===== src/rtl/pipe_hazard_ctrl.sv =====
// Pipeline hazard controller: operand forwarding selects, load-use stall,
// branch flush and data-memory wait freeze, with saturating statistics counters.
module pipe_hazard_ctrl #(
    parameter int unsigned CNT_W = 16
) (
    input  logic             CLOCK,
    input  logic             RESET_N,
    input  logic [4:0]       RSAddr_ID,
    input  logic [4:0]       RTAddr_ID,
    input  logic             UsesRS_ID,
    input  logic             UsesRT_ID,
    input  logic [4:0]       RSAddr_EX,
    input  logic [4:0]       RTAddr_EX,
    input  logic             RegWriteEN_EX,
    input  logic             Mem2RegSEL_EX,
    input  logic [4:0]       DstAddr_EX,
    input  logic             BranchTaken_EX,
    input  logic             RegWriteEN_MEM,
    input  logic [4:0]       DstAddr_MEM,
    input  logic             RegWriteEN_WB,
    input  logic [4:0]       DstAddr_WB,
    input  logic             MemReq_MEM,
    input  logic             MemReady,
    output logic             PCWriteEN,
    output logic             IFIDWriteEN,
    output logic             IDEXWriteEN,
    output logic             EXMEMWriteEN,
    output logic             IFIDFlush,
    output logic             IDEXFlush,
    output logic [1:0]       ForwardA,
    output logic [1:0]       ForwardB,
    output logic [1:0]       HazState,
    output logic [CNT_W-1:0] StallCount,
    output logic [CNT_W-1:0] FlushCount
);

    typedef enum logic [1:0] {
        StRun     = 2'b00,
        StLuStall = 2'b01,
        StMemWait = 2'b10
    } haz_state_e;

    localparam logic [CNT_W-1:0] CntOne = {{(CNT_W-1){1'b0}}, 1'b1};
    localparam logic [CNT_W-1:0] CntMax = '1;

    haz_state_e       state_q, state_d;
    logic [CNT_W-1:0] stall_cnt_q, flush_cnt_q;
    logic             stall_inc, flush_inc;
    logic             mem_wait, branch, load_use;
    logic             rs_dep, rt_dep;

    // Hazard conditions, evaluated from current inputs and registered state.
    always_comb begin
        rs_dep   = UsesRS_ID && (RSAddr_ID == DstAddr_EX);
        rt_dep   = UsesRT_ID && (RTAddr_ID == DstAddr_EX);
        mem_wait = MemReq_MEM && !MemReady;
        branch   = BranchTaken_EX;
        // A load-use stall is only ever one cycle, so it is suppressed while stalling.
        load_use = (state_q != StLuStall) && RegWriteEN_EX && Mem2RegSEL_EX &&
                   (DstAddr_EX != 5'd0) && (rs_dep || rt_dep);
    end

    // Forwarding selects: MEM result wins over WB; $0 is never forwarded.
    always_comb begin
        ForwardA = 2'b00;
        ForwardB = 2'b00;
        if (RESET_N) begin
            if (RegWriteEN_MEM && (DstAddr_MEM != 5'd0) && (DstAddr_MEM == RSAddr_EX)) begin
                ForwardA = 2'b10;
            end else if (RegWriteEN_WB && (DstAddr_WB != 5'd0) &&
                         (DstAddr_WB == RSAddr_EX)) begin
                ForwardA = 2'b01;
            end
            if (RegWriteEN_MEM && (DstAddr_MEM != 5'd0) && (DstAddr_MEM == RTAddr_EX)) begin
                ForwardB = 2'b10;
            end else if (RegWriteEN_WB && (DstAddr_WB != 5'd0) &&
                         (DstAddr_WB == RTAddr_EX)) begin
                ForwardB = 2'b01;
            end
        end
    end

    // Next state and stage controls; priority is wait, then branch, then load-use.
    always_comb begin
        PCWriteEN    = 1'b1;
        IFIDWriteEN  = 1'b1;
        IDEXWriteEN  = 1'b1;
        EXMEMWriteEN = 1'b1;
        IFIDFlush    = 1'b0;
        IDEXFlush    = 1'b0;
        state_d      = StRun;
        stall_inc    = 1'b0;
        flush_inc    = 1'b0;
        if (!RESET_N) begin
            // Fill the pipeline registers with bubbles while held in reset.
            IFIDFlush = 1'b1;
            IDEXFlush = 1'b1;
        end else if (mem_wait) begin
            PCWriteEN    = 1'b0;
            IFIDWriteEN  = 1'b0;
            IDEXWriteEN  = 1'b0;
            EXMEMWriteEN = 1'b0;
            state_d      = StMemWait;
            stall_inc    = 1'b1;
        end else if (branch) begin
            IFIDFlush = 1'b1;
            IDEXFlush = 1'b1;
            flush_inc = 1'b1;
        end else if (load_use) begin
            PCWriteEN   = 1'b0;
            IFIDWriteEN = 1'b0;
            IDEXFlush   = 1'b1;
            state_d     = StLuStall;
            stall_inc   = 1'b1;
        end
    end

    // State register and saturating counters.
    always_ff @(posedge CLOCK) begin
        if (!RESET_N) begin
            state_q     <= StRun;
            stall_cnt_q <= '0;
            flush_cnt_q <= '0;
        end else begin
            state_q <= state_d;
            if (stall_inc && (stall_cnt_q != CntMax)) begin
                stall_cnt_q <= stall_cnt_q + CntOne;
            end
            if (flush_inc && (flush_cnt_q != CntMax)) begin
                flush_cnt_q <= flush_cnt_q + CntOne;
            end
        end
    end

    assign HazState   = state_q;
    assign StallCount = stall_cnt_q;
    assign FlushCount = flush_cnt_q;

endmodule


===== config.mk =====
export PLATFORM = sky130hd
export DESIGN_NAME = pipe_hazard_ctrl
export DESIGN_NICKNAME = d
export VERILOG_FILES = /design/src/rtl/pipe_hazard_ctrl.sv
export SDC_FILE = /design/constraint.sdc
export NUM_CORES = 1
export LEC_CHECK = 0
export BUFFER_PORTS_ARGS = -buffer_cell sky130_fd_sc_hd__buf_2
export CORE_UTILIZATION = 51
export DETAILED_ROUTE_END_ITERATION = 6
export GPL_ROUTABILITY_DRIVEN = 0
export MAX_ROUTING_LAYER = met4
export PLACE_DENSITY_LB_ADDON = 0.15
export REMOVE_ABC_BUFFERS = 1
export SLEW_MARGIN = 10
export SYNTH_ARGS = -nofsm -noshare
export SYNTH_HDL_FRONTEND = slang
export SYNTH_SLANG_ARGS = --single-unit

===== constraint.sdc =====
create_clock -name CLOCK -period 3.5 [get_ports CLOCK]
set_input_delay 0 -clock CLOCK [delete_from_list [all_inputs] [get_ports CLOCK]]
set_output_delay 0 -clock CLOCK [all_outputs]
set_load 0.02 [all_outputs]

==> flow_summary.ini <==
[final_layout]
synthToLayoutAreaGrowth_pct = 26.1
nNetsFinal = 384
final_cell_mix = buf_2, dfxtp_1, xnor2_1, xor2_1, nor2_1
antennaDiodeCount = 0
final_common_cell = buf_2
drive_above_1_share = 0.312

[sta]
setup_tns_ns = 0
slew_viol_final = 0
slew_headroom = 0.553
fmax_mhz = 477
finalHoldViolations = 0
rsz0062_at_grt = no
skew_ns = 0.00526
setup_viol = 0
tightestPinTransition_ns = 0.670
min_period_ns = 2.10
finalCritPeriodShare = 0.599

[clock_network]
clk_latency_ns = 0.28
cts_root_buffer = clkbuf_8
cts_buffers = 5
cts_tree = done
ctsLongestPathBuffers = 2
cts_resized = 0
post_cts_buffers = 0
htreeDepth = 2
path_clk_slew_ns = 0.07
clock-sinks = 34
hold_buffers = 1

[floorplan]
dieArea_um2 = 4380
initial_core_util = 0.553
die_w_um = 66.2
rows = 22
fp.coreArea_um2 = 3800
ioPinCount = 90
chipHeight_um = 66.2

[drt]
wl_met3_um = 240
first_pass_iters = 4
drc = 0
met1_length_mm = 2.07
drt-initial-drc-count = 67
ant_nets = 0
vias = 2119
top_layer = met4
route.met2.wl_mm = 2.37
via_per_inst = 5.50
wl_per_cell_um = 12.2
drt-total-wl_mm = 4.70

[worst_setup_path]
arrival_ns = 2.30
r2r_end = StallCount[10]
cp-end-kind = flip-flop
r2r_slack_ns = 1.40
rr_startpoint = StallCount[0]
crit_chain = ha_1, nand3_1, or3_1, nor4_2, a21oi_2, or3_1, a21oi_1
cpPeakStageDelay_ns = 0.42
crit_path_top_delay_cell = dfxtp_1
reg2reg_depth = 7
worstPathRequired_ns = 3.70
crit_top_cell = or3_1
cp_num_cells = 7
cp_num_buf_inv = 0
worst_setup_path_start_kind = flip-flop
path_max_fanout = 9
worst-setup-path-type = flip-flop to flip-flop
cpLargestDelayFamily = simple AND/OR/NAND/NOR gates

[pwr]
p_per_area_nw_per_um2 = 308
seqPwrFrac = 0.485
pwr-share-comb = 0.146
clock_power_share = 0.369
p_int_uw = 603
power_switching_share = 0.260
worst_ir_drop_vdd_mv = 0.176
switchingPower_uw = 211
design_power_total_uw = 815
power_leakage_uw = 0.00110

[synthesis]
ys_warn_count = 0
synthArstFlopShare = 0
synth_ff_type = dfxtp_1
ys_ff_latch = 34
ys_types = 45
synthCells = 249
avgSynthCellArea_um2 = 8.43
syn_area_um2 = 2100
ys_seq_area_frac = 0.324
synth_edf_count = 0

[global_route]
antenna_found_initial = 0
grtUsageTotal = 0.226
grt_pass1_wl_mm = 7.56
grt-ovfl-total = 0
grt_pass1_vias = 1779
grt_max_degree = 24

[worst_hold_path]
hp-start = BranchTaken_EX
hp-class = input port to flip-flop
hold_depth = 4
hold_path_end = HazState[0]

[placement]
portBuffers = 89
hpwl_mm = 3.70

[flow_run]
maxCapViolCount = 0

[status]
outcome = finished, final reports clean
==> how the worst max path moves through the flow <==
| stage | endpoint | start |
|---|---|---|
| floorplan | StallCount[6] | StallCount[0] |
| global placement | StallCount[15] | RESET_N |
| detailed placement | StallCount[15] | RESET_N |
| CTS | StallCount[10] | StallCount[0] |
| global route | StallCount[10] | StallCount[0] |
| finish | StallCount[10] | StallCount[0] |
==> layout make-up <==
type                       count  area (um2)
timing repair buffer          90         455
sequential                    34         681
fill                         334        1150
clock buffer                   7        86.3
clock inverter                 1        5.00
multi-input combinational    197        1330
tap                           48        60.1
inverter                       8        30.0
==> synthesized netlist by cell type (2+ instances only) <==
master,count,share of area
o311ai_1,2,0.0083
clkbuf_1,4,0.0071
nor3_1,2,0.0048
o21ai_1,2,0.0048
buf_2,2,0.0048
nor4_1,5,0.015
nand3_1,15,0.036
and2_1,5,0.015
o31ai_1,2,0.0071
nand4_1,8,0.024
o41ai_1,2,0.0083
o211ai_1,4,0.014
inv_1,8,0.014
o21ai_0,12,0.029
o2111ai_1,2,0.0083
or4_1,4,0.014
o21a_1,2,0.0071
xor2_1,20,0.083
ha_1,2,0.012
dfxtp_1,34,0.32
and4_1,3,0.013
or3_1,13,0.039
nand2_1,17,0.030
nand2b_1,3,0.0089
mux2i_1,4,0.019
a21oi_1,13,0.031
xnor2_1,20,0.083
buf_4,3,0.011
nor2_1,20,0.036
==> metal layers <==
metal | GRT usage | vias up
met1 | 0.263 | 970
met5 | - | -
met4 | 0.0638 | 0
li1 | - | 1070
met2 | 0.399 | 75
met3 | 0.0379 | 4
==> metrics by stage <==
stage / hold slack (ns) / cell area (um2) / utilization / setup slack (ns) / cells
3_3_place_gp: 0.267 / 2550 / 0.670 / 1.44 / 376
3_5_place_dp: 0.291 / 2550 / 0.670 / 1.33 / 376
2_1_floorplan: 0.118 / 2040 / - / 1.48 / 239
6_report: 0.110 / 2650 / 0.697 / 1.40 / 385
4_1_cts: 0.0889 / 2650 / 0.697 / 1.38 / 385
5_1_grt: 0.105 / 2650 / 0.697 / 1.18 / 385
==> cells by family (layout without fill, tap and decap cells) <==
family,Yosys count,in the layout,share of synthesized area
AND/OR/NAND/NOR,105,105,0.290
AO/OA/AOI/OAI,46,46,0.145
XOR/XNOR,40,40,0.167
flip-flops,34,34,0.324
buffers and inverters,18,106,0.0423
multiplexers,4,4,0.0191
adder cells (fa/ha/maj),2,2,0.0119
==> power by group through the flow <==
stage	sequential (uW)	clock [uW]	combinational, uW
3_5_place_dp	404	0	119
2_1_floorplan	408	0	58.7
4_1_cts	395	307	120
6_report	395	301	119
3_3_place_gp	404	0	117
5_1_grt	395	324	130
==> tightest hold or removal path, delay by kind of cell <==
kind / cells / cell delay [ns]
AND/OR/NAND/NOR: 3 / 0.23
buffers and inverters: 1 / 0.11
==> flip-flops by register name, summed over array words and instances, names as in the netlist <==
signal	count
FlushCount	16
HazState	2
StallCount	16
Note: power is estimated with default switching activity, not from simulation.
